## src/rtl/burst_receiver_pkg.sv

```systemverilog
// Shared constants, FSM states and width helper for the burst receiver.
// Latency: n/a (package only).
// Backpressure: n/a (package only).
package burst_receiver_pkg;

    localparam int DEF_MAX_PULSES  = 50;
    localparam int DEF_IDLE_CYCLES = 8;

    typedef enum logic [1:0] {
        IDLE  = 2'd0,
        COUNT = 2'd1,
        DONE  = 2'd2
    } state_t;

    // Bits needed to index 'value' distinct states; 0 for value <= 1.
    function automatic int clog2(input int value);
        int r;
        int v;
        r = 0;
        v = value - 1;
        while (v > 0) begin
            r = r + 1;
            v = v >> 1;
        end
        return r;
    endfunction

endpackage

```

## src/rtl/burst_receiver_if.sv

```systemverilog
// Pulse-train input and burst-result outputs; optional match port under BURST_RX_MATCH_EN.
// Latency: n/a (wiring only).
// Backpressure: none; results are strobed and held, no ready path.
interface burst_receiver_if #(
    parameter int CW = 6
);

    logic          burstIn;
    logic [CW-1:0] pulseCount;
    logic          countValid;
    logic          busy;
    logic          overflow;
`ifdef BURST_RX_MATCH_EN
    logic [CW-1:0] expectedCount;
    logic          match;
`endif

`ifdef BURST_RX_MATCH_EN
    modport master (
        output burstIn,
        output expectedCount,
        input  pulseCount,
        input  countValid,
        input  busy,
        input  overflow,
        input  match
    );

    modport slave (
        input  burstIn,
        input  expectedCount,
        output pulseCount,
        output countValid,
        output busy,
        output overflow,
        output match
    );
`else
    modport master (
        output burstIn,
        input  pulseCount,
        input  countValid,
        input  busy,
        input  overflow
    );

    modport slave (
        input  burstIn,
        output pulseCount,
        output countValid,
        output busy,
        output overflow
    );
`endif

endinterface

```

## src/rtl/sync_2ff.sv

```systemverilog
// Two-flop synchronizer bringing an asynchronous level into the clk domain.
// Latency: 2 clk cycles.
// Backpressure: none.
module sync_2ff (
    input  logic clk,
    input  logic rst_n,
    input  logic d,
    output logic q
);

    logic meta;

    always_ff @(posedge clk or negedge rst_n) begin
        if (!rst_n) begin
            meta <= 1'b0;
            q    <= 1'b0;
        end else begin
            meta <= d;
            q    <= meta;
        end
    end

endmodule

```

## src/rtl/burst_receiver.sv

```systemverilog
// Counts rising edges of a pulse burst and reports the total once the line idles; optional BURST_RX_MATCH_EN compare.
// Latency: countValid in the (IDLE_CYCLES+3)th cycle after the last falling edge of burstIn.
// Backpressure: none; result strobed for one cycle and held until the next burst completes.
module burst_receiver
    import burst_receiver_pkg::*;
#(
    parameter int MAX_PULSES  = DEF_MAX_PULSES,
    parameter int IDLE_CYCLES = DEF_IDLE_CYCLES
) (
    input  logic             clk,
    input  logic             rst_n,
    burst_receiver_if.slave  bus
);

    localparam int CW     = clog2(MAX_PULSES + 1);
    localparam int IW_RAW = clog2(IDLE_CYCLES);
    localparam int IW     = (IW_RAW < 1) ? 1 : IW_RAW;

    localparam logic [CW-1:0] MAX_CNT   = CW'(MAX_PULSES);
    localparam logic [IW-1:0] IDLE_LAST = IW'(IDLE_CYCLES - 1);

    logic          s;
    logic          s_d;
    logic          rise;

    state_t        state_q;
    state_t        state_d;
    logic [CW-1:0] work_cnt_q;
    logic [CW-1:0] work_cnt_d;
    logic [IW-1:0] idle_cnt_q;
    logic [IW-1:0] idle_cnt_d;
    logic          ovf_pend_q;
    logic          ovf_pend_d;
    logic          load_result;

    logic [CW-1:0] pulse_count_q;
    logic          overflow_q;

    sync_2ff u_sync (
        .clk   (clk),
        .rst_n (rst_n),
        .d     (bus.burstIn),
        .q     (s)
    );

    always_ff @(posedge clk or negedge rst_n) begin
        if (!rst_n) begin
            s_d <= 1'b0;
        end else begin
            s_d <= s;
        end
    end

    assign rise = s & ~s_d;

    always_ff @(posedge clk or negedge rst_n) begin
        if (!rst_n) begin
            state_q    <= IDLE;
            work_cnt_q <= '0;
            idle_cnt_q <= '0;
            ovf_pend_q <= 1'b0;
        end else begin
            state_q    <= state_d;
            work_cnt_q <= work_cnt_d;
            idle_cnt_q <= idle_cnt_d;
            ovf_pend_q <= ovf_pend_d;
        end
    end

    always_comb begin
        state_d     = state_q;
        work_cnt_d  = work_cnt_q;
        idle_cnt_d  = idle_cnt_q;
        ovf_pend_d  = ovf_pend_q;
        load_result = 1'b0;

        case (state_q)
            IDLE: begin
                idle_cnt_d = '0;
                if (rise) begin
                    state_d    = COUNT;
                    work_cnt_d = CW'(1);
                    ovf_pend_d = 1'b0;
                end
            end

            COUNT: begin
                // Idle counter saturates at its terminal value instead of wrapping.
                if (s) begin
                    idle_cnt_d = '0;
                end else if (idle_cnt_q != IDLE_LAST) begin
                    idle_cnt_d = idle_cnt_q + IW'(1);
                end

                if (rise) begin
                    if (work_cnt_q == MAX_CNT) begin
                        ovf_pend_d = 1'b1;
                    end else begin
                        work_cnt_d = work_cnt_q + CW'(1);
                    end
                end

                // Results are captured on entry so they are already valid during DONE.
                if (!s && (idle_cnt_q == IDLE_LAST)) begin
                    state_d     = DONE;
                    load_result = 1'b1;
                end
            end

            DONE: begin
                state_d    = IDLE;
                idle_cnt_d = '0;
            end

            default: begin
                state_d    = IDLE;
                idle_cnt_d = '0;
            end
        endcase
    end

    always_ff @(posedge clk or negedge rst_n) begin
        if (!rst_n) begin
            pulse_count_q <= '0;
            overflow_q    <= 1'b0;
        end else if (load_result) begin
            pulse_count_q <= work_cnt_q;
            overflow_q    <= ovf_pend_q;
        end
    end

`ifdef BURST_RX_MATCH_EN
    logic match_q;

    always_ff @(posedge clk or negedge rst_n) begin
        if (!rst_n) begin
            match_q <= 1'b0;
        end else if (load_result) begin
            match_q <= (work_cnt_q == bus.expectedCount);
        end
    end

    assign bus.match = match_q;
`endif

    assign bus.pulseCount = pulse_count_q;
    assign bus.overflow   = overflow_q;
    assign bus.countValid = (state_q == DONE);
    assign bus.busy       = (state_q != IDLE);

endmodule

```

## src/flat_wrapper.sv

```systemverilog
// flat-port wrapper written by rule: the top's interface ports become plain ports
module burst_receiver_flat import burst_receiver_pkg::*;
#(
    parameter int MAX_PULSES  = DEF_MAX_PULSES,
    parameter int IDLE_CYCLES = DEF_IDLE_CYCLES
)
  (clk, rst_n, bus_burstIn, bus_pulseCount, bus_countValid, bus_busy, bus_overflow);
  burst_receiver_if #(.CW((clog2((50) + 1)))) bus_i ();
  input  logic clk;
  input  logic rst_n;
  input wire logic [$bits(bus_i.burstIn)-1:0] bus_burstIn;
  output wire logic [$bits(bus_i.pulseCount)-1:0] bus_pulseCount;
  output wire logic [$bits(bus_i.countValid)-1:0] bus_countValid;
  output wire logic [$bits(bus_i.busy)-1:0] bus_busy;
  output wire logic [$bits(bus_i.overflow)-1:0] bus_overflow;
  assign bus_i.burstIn = bus_burstIn;
  assign bus_pulseCount = bus_i.pulseCount;
  assign bus_countValid = bus_i.countValid;
  assign bus_busy = bus_i.busy;
  assign bus_overflow = bus_i.overflow;
  burst_receiver #(.MAX_PULSES(MAX_PULSES), .IDLE_CYCLES(IDLE_CYCLES)) u_core (.clk(clk), .rst_n(rst_n), .bus(bus_i));
endmodule
```

## config.mk

```make
export PLATFORM = sky130hd
export DESIGN_NAME = burst_receiver_flat
export DESIGN_NICKNAME = d
export VERILOG_FILES = /design/src/rtl/burst_receiver_pkg.sv /design/src/rtl/burst_receiver_if.sv /design/src/rtl/sync_2ff.sv /design/src/rtl/burst_receiver.sv /design/src/flat_wrapper.sv
export SDC_FILE = /design/constraint.sdc
export NUM_CORES = 1
export LEC_CHECK = 0
export ABC_AREA = 1
export CAP_MARGIN = 20
export CORE_UTILIZATION = 40
export DETAILED_ROUTE_END_ITERATION = 16
export GPL_ROUTABILITY_DRIVEN = 0
export GPL_TIMING_DRIVEN = 0
export PLACE_DENSITY = 0.61
export SKIP_LAST_GASP = 1
export SYNTH_ARGS = -nofsm -noshare
export SYNTH_HDL_FRONTEND = slang
export SYNTH_SLANG_ARGS = --single-unit
```

## constraint.sdc

```tcl
create_clock -name clk -period 2.1 [get_ports clk]
set_clock_uncertainty 0.2 [all_clocks]
set_input_delay 0.315 -clock clk [delete_from_list [all_inputs] [get_ports clk]]
set_output_delay 0.315 -clock clk [all_outputs]
set_load 0.01 [all_outputs]
```

==> impl_metrics.csv <==
group,metric,value,unit
logic_synthesis,ys_types,21,
detailed_routing,vias,754,
floorplan,die_w,53.8,um
grt,grt_max_degree,23,
finish,layout-drive-gt1-share,0.212,
logic_synthesis,synth_adder_area_share,0.0466,
logic_synthesis,synth_edf_count,0,
logic_synthesis,synth_mux_area_frac,0,
logic_synthesis,synth_nets,122,
finish,fillers,242,
grt,grt_pass1_wl,2.87,mm
logic_synthesis,synthSimpleGateAreaFrac,0.236,
logic_synthesis,ys.flop_type,"dfrtp_1",
flow_run,drv_cap,0,
sta,relSlewSlack,0.820,
sta,post-route-period-util,0.943,
clock_network,cts_root_buf,"clkbuf_4",
clock_network,cts_max_path_buffers,2,
logic_synthesis,synth_cells,115,
finish,layout_commonest_cell,"nand2_1",
detailed_routing,post_drt_wl_per_cell,10.8,um
finish,antenna_cells,0,
grt,grt_util_all_layers,0.144,
clock_network,cts_sinks,22,
floorplan,coreArea,2500,sq um
power_and_ir_drop,p_int,716,uW
floorplan,fp-row-count,18,
worst_hold_path,hold_path.class,"reg2reg",
sta,hold_violations,0,
detailed_routing,drtIter0Drc,16,
critical_path,crit_type,"reg2out",
floorplan,io_pins,12,
floorplan,fp.dieH,53.8,um
sta,max_freq,0.505,GHz
detailed_routing,ant_nets,0,
power_and_ir_drop,peakVddDrop,488,uV
critical_path,rrSetupSlack,0.52,ns
logic_synthesis,async_flop_share,1.00,
floorplan,initial_core_util,0.430,
critical_path,worst_r2r_endpoint,"u_core.bus.overflow",
logic_synthesis,synth_compound_area_frac,0.139,
sta,fin_tns_setup,0,ns
clock_network,clk_pin_slew,0.11,ns
critical_path,r2r_cells,8,
critical_path,end_kind,"output port",
finish,syn_to_final_growth,19.4,%
finish,layout_common_cells,"nand2_1 (29), dfrtp_1 (22), inv_1 (12)",
sta,maxSlewViolCount,0,
logic_synthesis,synth_top_family_by_area,"simple AND/OR/NAND/NOR gates",
power_and_ir_drop,power_density,853,nW/um^2
critical_path,crit_end,"bus_countValid",
grt,overflow,0,
critical_path,crit_start,"u_core.state_q[1]",
critical_path,crit_required,1.58,ns
critical_path,critPathArrivalTime,1.47,ns
grt,grt_pass1_vias,681,
detailed_routing,dr.pass1.iters,4,
clock_network,postCtsSetupBuffers,0,
critical_path,worstPathMaxFanout,4,
power_and_ir_drop,netSwitchingFraction,0.347,
sta,whs,0.161,ns
logic_synthesis,synth.cell_area,1070,sq um
logic_synthesis,yosys_warnings,0,
logic_synthesis,synth-seq-cells,22,
power_and_ir_drop,p_seq_frac,0.514,
placed_design,place_ws,0.349,ns
power_and_ir_drop,combPwrFrac,0.281,
placed_design,place.detailed.hpwl,1.33,mm
logic_synthesis,synth_xor_area_frac,0,
logic_synthesis,avgSynthCellArea,9.35,sq um
detailed_routing,drc_errors,0,
run_status,outcome,"finished, final reports clean",
clock_network,cts_tree,"yes",
placed_design,io_buffers,11,
clock_network,cts_buffers,3,
finish,final_nets,140,
sta,worst_pin_slew,0.270,ns
grt,antenna_found_initial,0,
sta,rsz0062_at_grt,"no",
critical_path,start_kind,"flip-flop",
sta,timing.final.ws_setup,0.119,ns
detailed_routing,drt-vias-per-instance,4.65,
clock_network,clock_latency,0.30,ns
clock_network,cts_max_level,1,
sta,min_period,1.98,ns
logic_synthesis,ys_seq_area_frac,0.512,
power_and_ir_drop,leakage,0.000605,uW
floorplan,die-area,2900,sq um
critical_path,r2r-start,"u_core.idle_cnt_q[0]",
detailed_routing,routed_wl,1.75,mm
power_and_ir_drop,clkPwrFrac,0.205,
sta,finalSetupViolCount,0,
power_and_ir_drop,p_sw,380,uW
==> sequential cells by signal, summed over array words and instances (netlist names) <==
register,flops
u_core.bus.pulseCount,6
u_core.work_cnt_q,6
u_core.idle_cnt_q,3
u_core.state_q,2
u_core.bus.overflow,1
u_core.ovf_pend_q,1
u_core.s_d,1
u_core.u_sync.meta,1
u_core.u_sync.q,1
==> layout make-up <==
type	instances	area (sq um)	share of cell area
timing repair buffer	13	135	0.105
clock buffer	4	36.3	0.0283
sequential	22	551	0.429
multi-input combinational	76	453	0.353
inverter	16	60.1	0.0468
buffer	1	11.3	0.00877
tap	30	37.5	0.0292
==> per-stage QoR <==
stage	std cells	instance area [sq um]	util	total power [uW]
6_report	162	1280	0.514	1100
5_1_grt	162	1280	0.514	1190
2_1_floorplan	115	1070	-	786
3_3_place_gp	156	1220	0.489	869
3_5_place_dp	156	1220	0.489	882
4_1_cts	160	1260	0.504	1120
==> power groups by stage <==
| stage | Clock, uW | Combinational [uW] | Sequential, uW |
|---|---|---|---|
| after global placement | 0 | 301 | 568 |
| after detailed placement | 0 | 309 | 573 |
| after floorplan | 0 | 229 | 558 |
| final | 224 | 308 | 564 |
| after global routing | 261 | 352 | 575 |
| after CTS | 243 | 311 | 564 |
==> what timing repair did <==
item / in CTS / in global routing
resized for setup: 0 / 0
endpoints found under the hold margin: 0 / 1
endpoints found under the setup margin: 0 / 0
hold buffers: 0 / 1
==> worst max-delay path, stage by stage, from the launching register on <==
cell	delay (ns)
dfrtp_1	0.47
inv_2	0.08
nor2_1	0.09
clkdlybuf4s50_1	0.53
==> synth_stat cells (3+ instances only) <==
library cell	n	area, sq um
nand2_1	29	109
dfrtp_1	22	551
inv_1	12	45.0
o21ai_0	8	40.0
o21ai_2	8	70.1
nor2_1	7	26.3
ha_1	4	50.1
inv_2	4	15.0
nand3_1	4	20.0
o21ai_1	3	15.0
==> kinds of logic after synthesis <==
kind of cell               after synthesis
adders and majority gates                4
buffers and inverters                   17
and+or+nand+nor                         51
AOI/OAI and AO/OA                       21
DFF                                     22
==> how the worst min path moves through the flow <==
stage                             from             endpoint  slack, ns  depth (start not counted)
floorplan                        rst_n  u_core.bus.overflow      -0.18                          0
global placement    u_core.u_sync.meta      u_core.u_sync.q       0.14                          0
detailed placement  u_core.u_sync.meta      u_core.u_sync.q       0.14                          0
CTS                 u_core.u_sync.meta      u_core.u_sync.q       0.17                          0
global route        u_core.u_sync.meta      u_core.u_sync.q       0.17                          0
finish              u_core.u_sync.meta      u_core.u_sync.q       0.16                          0
==> routing by layer <==
metal / part of all wire / up-vias / GRT usage
met5: 0 / - / 0
met4: 0.011 / 0 / 0.0526
met3: 0.037 / 2 / 0.0593
met2: 0.49 / 12 / 0.239
met1: 0.46 / 337 / 0.165
li1: - / 403 / -
Power figures use the tool's default switching activity.
